`config.mk`:
```
export PLATFORM = sky130hd
export DESIGN_NAME = updown_count_ctrl
export DESIGN_NICKNAME = d
export VERILOG_FILES = /design/src/rtl/updown_count_ctrl.sv
export SDC_FILE = /design/constraint.sdc
export NUM_CORES = 1
export LEC_CHECK = 0
export CORE_MARGIN = 3
export CORE_UTILIZATION = 51
export DETAILED_ROUTE_END_ITERATION = 6
export GPL_ROUTABILITY_DRIVEN = 0
export PLACE_DENSITY = 0.83
export SLEW_MARGIN = 10
export SYNTH_ARGS = -nofsm -noshare
export SYNTH_HDL_FRONTEND = slang
export SYNTH_SLANG_ARGS = --single-unit
```
`constraint.sdc`:
```
create_clock -name CLOCK_50 -period 2.7 [get_ports CLOCK_50]
set_input_delay 0.405 -clock CLOCK_50 [delete_from_list [all_inputs] [get_ports CLOCK_50]]
set_output_delay 0.405 -clock CLOCK_50 [all_outputs]
set_load 0.01 [all_outputs]
```
`src/rtl/updown_count_ctrl.sv`:
```
// Sequencer for a WIDTH-bit up/down counter: prescales CLOCK_50 into count
// ticks, synchronises the direction switch and issues step/load strobes.
module updown_count_ctrl #(
  parameter int WIDTH       = 4,
  parameter int TICK_DIV    = 50000000,
  parameter int SYNC_STAGES = 2
) (
  input  logic             CLOCK_50,
  input  logic             resetn,
  input  logic             dir_sw,
  input  logic             run,
  input  logic             sat_mode,
  input  logic             load_req,
  input  logic [WIDTH-1:0] load_value,
  input  logic [WIDTH-1:0] count,
  output logic             cnt_en,
  output logic             cnt_up,
  output logic             cnt_load,
  output logic [WIDTH-1:0] cnt_load_val,
  output logic             tick,
  output logic [1:0]       state,
  output logic             at_limit
);

  localparam int                 DIV_W    = (TICK_DIV > 1) ? $clog2(TICK_DIV) : 1;
  localparam logic [DIV_W-1:0]   DIV_LAST = DIV_W'(TICK_DIV - 1);
  localparam logic [WIDTH-1:0]   CNT_MAX  = '1;

  typedef enum logic [1:0] {
    IDLE = 2'b00,
    RUN  = 2'b01,
    LOAD = 2'b10
  } state_t;

  state_t                 state_q, state_d;
  logic [DIV_W-1:0]       div_cnt;
  logic [SYNC_STAGES-1:0] sync_q;
  logic                   dir_s;
  logic                   wrap;
  logic                   step;
  logic                   load_accept;
  logic                   lim_new_dir;

  assign dir_s       = sync_q[SYNC_STAGES-1];
  assign wrap        = (state_q == RUN) && (div_cnt == DIV_LAST);
  assign lim_new_dir = dir_s ? (count == CNT_MAX) : (count == '0);
  assign state       = state_q;

  // NOTE: every sequential block uses non-blocking (<=) assignments so all
  // flops sample the same pre-edge values regardless of block ordering.
  always_ff @(posedge CLOCK_50 or negedge resetn) begin
    if (!resetn) begin
      sync_q  <= '0;
      state_q <= IDLE;
    end else begin
      sync_q  <= {sync_q[SYNC_STAGES-2:0], dir_sw};
      state_q <= state_d;
    end
  end

  // Priority load_req > run > tick; LOAD always lasts a single cycle.
  // NOTE: every always_comb output gets a default first, so no path
  // through the case can leave a value unassigned and infer a latch.
  always_comb begin
    state_d     = state_q;
    load_accept = 1'b0;
    step        = 1'b0;
    unique case (state_q)
      IDLE: begin
        if (load_req) begin
          state_d     = LOAD;
          load_accept = 1'b1;
        end else if (run) begin
          state_d = RUN;
        end
      end
      RUN: begin
        if (load_req) begin
          state_d     = LOAD;
          load_accept = 1'b1;
        end else if (!run) begin
          state_d = IDLE;
        end else begin
          step = wrap;
        end
      end
      LOAD:    state_d = run ? RUN : IDLE;
      default: state_d = IDLE;
    endcase
  end

  // Prescaler only runs while staying in RUN; any exit clears it.
  always_ff @(posedge CLOCK_50 or negedge resetn) begin
    if (!resetn) begin
      div_cnt <= '0;
    end else if (state_q == RUN && state_d == RUN) begin
      div_cnt <= wrap ? '0 : div_cnt + DIV_W'(1);
    end else begin
      div_cnt <= '0;
    end
  end

  always_ff @(posedge CLOCK_50 or negedge resetn) begin
    if (!resetn) begin
      cnt_en       <= 1'b0;
      cnt_up       <= 1'b1;
      cnt_load     <= 1'b0;
      cnt_load_val <= '0;
      tick         <= 1'b0;
      at_limit     <= 1'b0;
    end else begin
      tick     <= step;
      cnt_en   <= step && !(sat_mode && lim_new_dir);
      cnt_load <= load_accept;
      at_limit <= sat_mode && (cnt_up ? (count == CNT_MAX) : (count == '0));
      if (step) begin
        cnt_up <= dir_s;
      end
      if (load_accept) begin
        cnt_load_val <= load_value;
      end
    end
  end

endmodule

```
After elaboration in Yosys (flattened, before gate mapping)
Cells that the tools add are included.
{ "word_totals": {"ram_bits": 0, "wordCells": 39, "n_memories": 0, "out_inout_bits": 11, "input_bits": 14, "mem_bits_ro": 0, "regBits": 39, "latch_bits": 0} }
{ "op_classes": {"add_sub_neg": 1, "n_bitwise": 0, "n_mux": 15, "n_eq_ne": 5, "div_mod_pow": 0, "magnitude_cmp": 0, "n_reduce_logical": 9, "mul": 0, "n_shift": 0} }
{ "op_table": {"columns": ["operator", "n"], "rows": [
  ["26-bit two-way mux", 2],
  ["26-bit by 1-bit adder with 26-bit output (second input constant)", 1],
  ["26-bit equality test (second input constant)", 1],
  ["1-bit two-way mux", 8],
  ["2-bit two-way mux", 4],
  ["2-bit one-hot mux with 3 select lines", 1],
  ["1-bit logical AND", 5],
  ["2-bit by 1-bit equality test with 1-bit output (second input constant)", 2],
  ["4-bit equality test (second input constant)", 1],
  ["4-bit logical NOT", 1],
  ["2-bit equality test (second input constant)", 1],
  ["2-bit logical NOT", 1],
  ["2-bit OR reduction", 1],
  ["1-bit logical NOT", 1]
]} }

Logic depth before layout (Yosys ltp)
{ "logic_depth": {"depth_word": 6, "ltp_mapped": 7, "mapped_depth_nobuf": 6} }

Least setup slack after synthesis
No wires, ideal clock.
{ "synth_path": {"kind": "reg2reg", "startpoint": "register div_cnt[0]", "endpoint": "register cnt_up", "path_stages_with_launch": 7, "slack_ns": 0.815, "path_buffers": 0, "synth_period_minus_slack_ns": 1.885, "required_time_ns": 2.615, "arrival_ns": 1.800, "setup_ns": 0.085, "path_cell_list": "dfrtp_1 > ha_1 > nand3_2 > nor4b_1 > nand2_2 > nor4b_4 > mux2_1"} }
{ "synth_via": {"elab_chain_len": 5} }
{ "synth_rtl": {"columns": ["element", "line_no", "source"], "rows": [
  ["start, declared", "36", "logic [DIV_W-1:0] div_cnt;"],
  ["start signal, assigned", "97", "div_cnt <= wrap ? '0 : div_cnt + DIV_W'(1);"],
  ["26-bit equality test", "45", "assign wrap = (state_q == RUN) && (div_cnt == DIV_LAST);"],
  ["1-bit logical AND", "45", null],
  ["1-bit two-way mux", "81", "end else if (!run) begin"],
  ["1-bit two-way mux", "78", "if (load_req) begin"],
  ["1-bit two-way mux", "68", "unique case (state_q)"],
  ["named net step", "40", "logic step;"],
  ["end signal, assigned", "117", "cnt_up <= dir_s;"],
  ["end, declared", "17", "output logic cnt_up,"]
]} }
The timed path passes the listed nets, and every way through them passes these cells.
A chain may end at the register's enable or synchronous reset.

Worst setup path after layout
{ "layout_path": {"startpoint": "register div_cnt[0]", "endpoint": "register div_cnt[11]"} }
{ "layout_via": {"elab_chain_len": 4, "word_cells_on_any_way": 5, "classes_between": "add/sub: 1; eq/ne: 1; mux: 2; reduce/logical: 1"} }
{ "layout_rtl": {"columns": ["element", "line_no", "source"], "rows": [
  ["parallel branches: the longest is 2 deep, another holds 26-bit by 1-bit adder with 26-bit output", null, null],
  ["26-bit two-way mux (*)", "97", null],
  ["26-bit two-way mux (*)", "96", "end else if (state_q == RUN && state_d == RUN) begin"]
]} }
Mark *: on every way between the ends.

==> results.yml <==
floorplanning:
  start_util: 0.548
  die_area_sq_um: 4500
  die_w_microns: 67.0
  die_h_microns: 67.0
  io_pins: 25
  core_area_sq_um: 3470
  rows: 21
grt:
  grt_start_max_net_pins: 40
  grt_pass1_wl_mm: 5.92
  grt_pass1_vias: 1341
  grt_antenna_before_repair: 0
  grtUsageTotal: 0.175
  overflow: 0
clocking:
  postCtsSetupBuffers: 0
  hold_buffers: 0
  post_cts_resized: 0
  cts_tree: "yes"
  clock_latency_ps: 300
  clkTransAtPathRegs_ps: 80
  cts_root_buffer: "clkbuf_8"
  cts_buffers: 5
  htreeDepth: 2
  clockBufferDepth: 2
  cts.sinks: 39
yosys:
  synth.area.top_cells: "dfrtp_1 (50%), xor2_1 (5.5%), nor2_1 (5.1%), xnor2_1 (3.2%), nand2_1 (3.0%)"
  netlist_area_sq_um: 1900
  synth_seq_area_share: 0.514
  yosys.area.top_type: "dfrtp_1"
  yosys-top-cells-count: "dfrtp_1 (38), nor2_1 (26), nand2_1 (15)"
  synthArstFlopShare: 1.00
  ys_types: 42
  postSynthAreaPerCell_sq_um: 10.4
  synth_nets: 198
  syn_inst: 183
  yosys_register_bits: 39
  ys.flop_type: "dfrtp_1"
  yosysTopAreaCellShare: 0.500
  synth.most_common_cell: "dfrtp_1"
  yosys_warnings: 0
  synth_edf_count: 0
drt:
  vias: 1452
  drc: 0
  dr.pass1.iters: 4
  antenna_left: 0
  wl_per_cell_microns: 13.7
  wl_mm: 3.58
  vias_per_cell: 5.54
  drtIter0Drc: 75
timing:
  period_share: 0.800
  tightest_slew_ps: 824
  hold_violations: 0
  skew_ps: 11.5
  slew_viol_final: 0
  fin_crit_ps: 2160
  fmax_ghz: 0.463
  setup_tns_ps: 0
  worst_slack_ps: 539
  slew_headroom: 0.451
  finalSetupViolations: 0
  rsz0062_at_grt: "no"
finish:
  fin_cells: 262
  area_delta_synth_final_pct: 22.1
  register_area_sq_um: 977
  fillers: 271
  n_antenna_cell: 0
  multi_input_area_sq_um: 890
  postLayoutCoreUtil: 0.669
  nets: 230
  drive_above_1_share: 0.130
critical_path:
  reg2reg_from: "div_cnt[0]$_DFF_PN0_"
  critPathCaptureType: "flop"
  path_class: "flop to flop"
  arrival_ps: 2340
  reg2reg_to: "div_cnt[11]$_DFF_PN0_"
  cp-start-kind: "flop"
  crit_fanout: 10
  reg2regPathDepth: 7
  cp.required_ps: 2880
  r2r_slack_ps: 540
placed_design:
  place_inst: 254
  hpwl_mm: 2.51
  port_buffers: 24
  dp_slack_ps: 566
pwr:
  p_per_area_nw_per_um2: 503
  vdd_ir_drop_max_uv: 491
  total_power_uw: 1170
  p_leak_uw: 0.000898
run_status:
  status: "completed"
worst_hold_path:
  holdCritPathClass: "input port to asynchronous set/reset pin"
job:
  drv_cap: 0
area by class of cell:
class | instances | share of cell area
clock buffer | 5 | 0.0296
clock inverter | 3 | 0.0189
inverter | 5 | 0.00809
multi-input combinational | 136 | 0.383
sequential | 39 | 0.421
tap | 46 | 0.0248
timing repair buffer | 28 | 0.114
report_power, final:
group	internal [uW]	switching, uW	total [uW]
clock network	275	201	476
logic	50.3	36.0	86.2
registers	598	8.42	607
total	923	245	1170
per-stage QoR:
step / hold WS [ps] / area, sq um
floorplan: 109 / 1900
global placement: 333 / 2210
detailed placement: 335 / 2210
CTS: 233 / 2320
global route: 276 / 2320
finish: 201 / 2320
cells by family (layout without fill, tap and decap cells):
logic type / after synthesis / count (layout) / share of synthesized area
AO/OA/AOI/OAI: 13 / 13 / 0.0467
XOR/XNOR: 19 / 19 / 0.0876
adder cells (fa/ha/maj): 1 / 1 / 0.00658
buffers and inverters: 8 / 41 / 0.0178
flip-flops: 39 / 39 / 0.514
multiplexers: 7 / 7 / 0.0402
AND/OR/NAND/NOR: 96 / 96 / 0.287
how the worst max path moves through the flow:
stage,cells after the start,end,startpoint
after floorplan,6,cnt_up$_DFFE_PN1P_,div_cnt[0]$_DFF_PN0_
after global placement,7,div_cnt[5]$_DFF_PN0_,div_cnt[0]$_DFF_PN0_
after detailed placement,7,div_cnt[11]$_DFF_PN0_,div_cnt[0]$_DFF_PN0_
after CTS,7,div_cnt[11]$_DFF_PN0_,div_cnt[0]$_DFF_PN0_
after global routing,7,div_cnt[11]$_DFF_PN0_,div_cnt[0]$_DFF_PN0_
final,7,div_cnt[11]$_DFF_PN0_,div_cnt[0]$_DFF_PN0_
sequential cells by signal, summed over array words and instances (netlist names):
name and cells:
cnt_load 1, cnt_load_val 4, state 2, cnt_up 1
sync_q 2, div_cnt 26, cnt_en 1, tick 1
at_limit 1
worst max-delay path, stage by stage, from the launching register on:
cell	delay, ps
dfrtp_1	390
ha_1	210
nand3_2	190
nor4b_1	390
nand2_2	190
o21ai_2	360
buf_4	250
nor2_1	70
layer usage:
layer	vias to the layer above	wire [microns]	GRT usage
met4	0	52	0.0759
met3	7	289	0.0371
met5	-	0	0
li1	710	-	-
met1	680	1690	0.241
met2	55	1540	0.264
cells in the final DEF, fill, tap and decap left out, drive strengths merged, types with 4 or more instances in the layout:
| cell type | n |
|---|---|
| dfrtp | 38 |
| nor2 | 26 |
| clkdlybuf4s50 | 23 |
| nand2 | 16 |
| xor2 | 12 |
| nand3 | 11 |
| nand4 | 10 |
| xnor2 | 7 |
| nor3 | 6 |
| inv | 5 |
| a21oi | 5 |
| clkbuf | 5 |
| mux2 | 5 |
| buf | 5 |
| nor4 | 4 |
| or3 | 4 |
| o21ai | 4 |
Power figures use the tool's default switching activity.
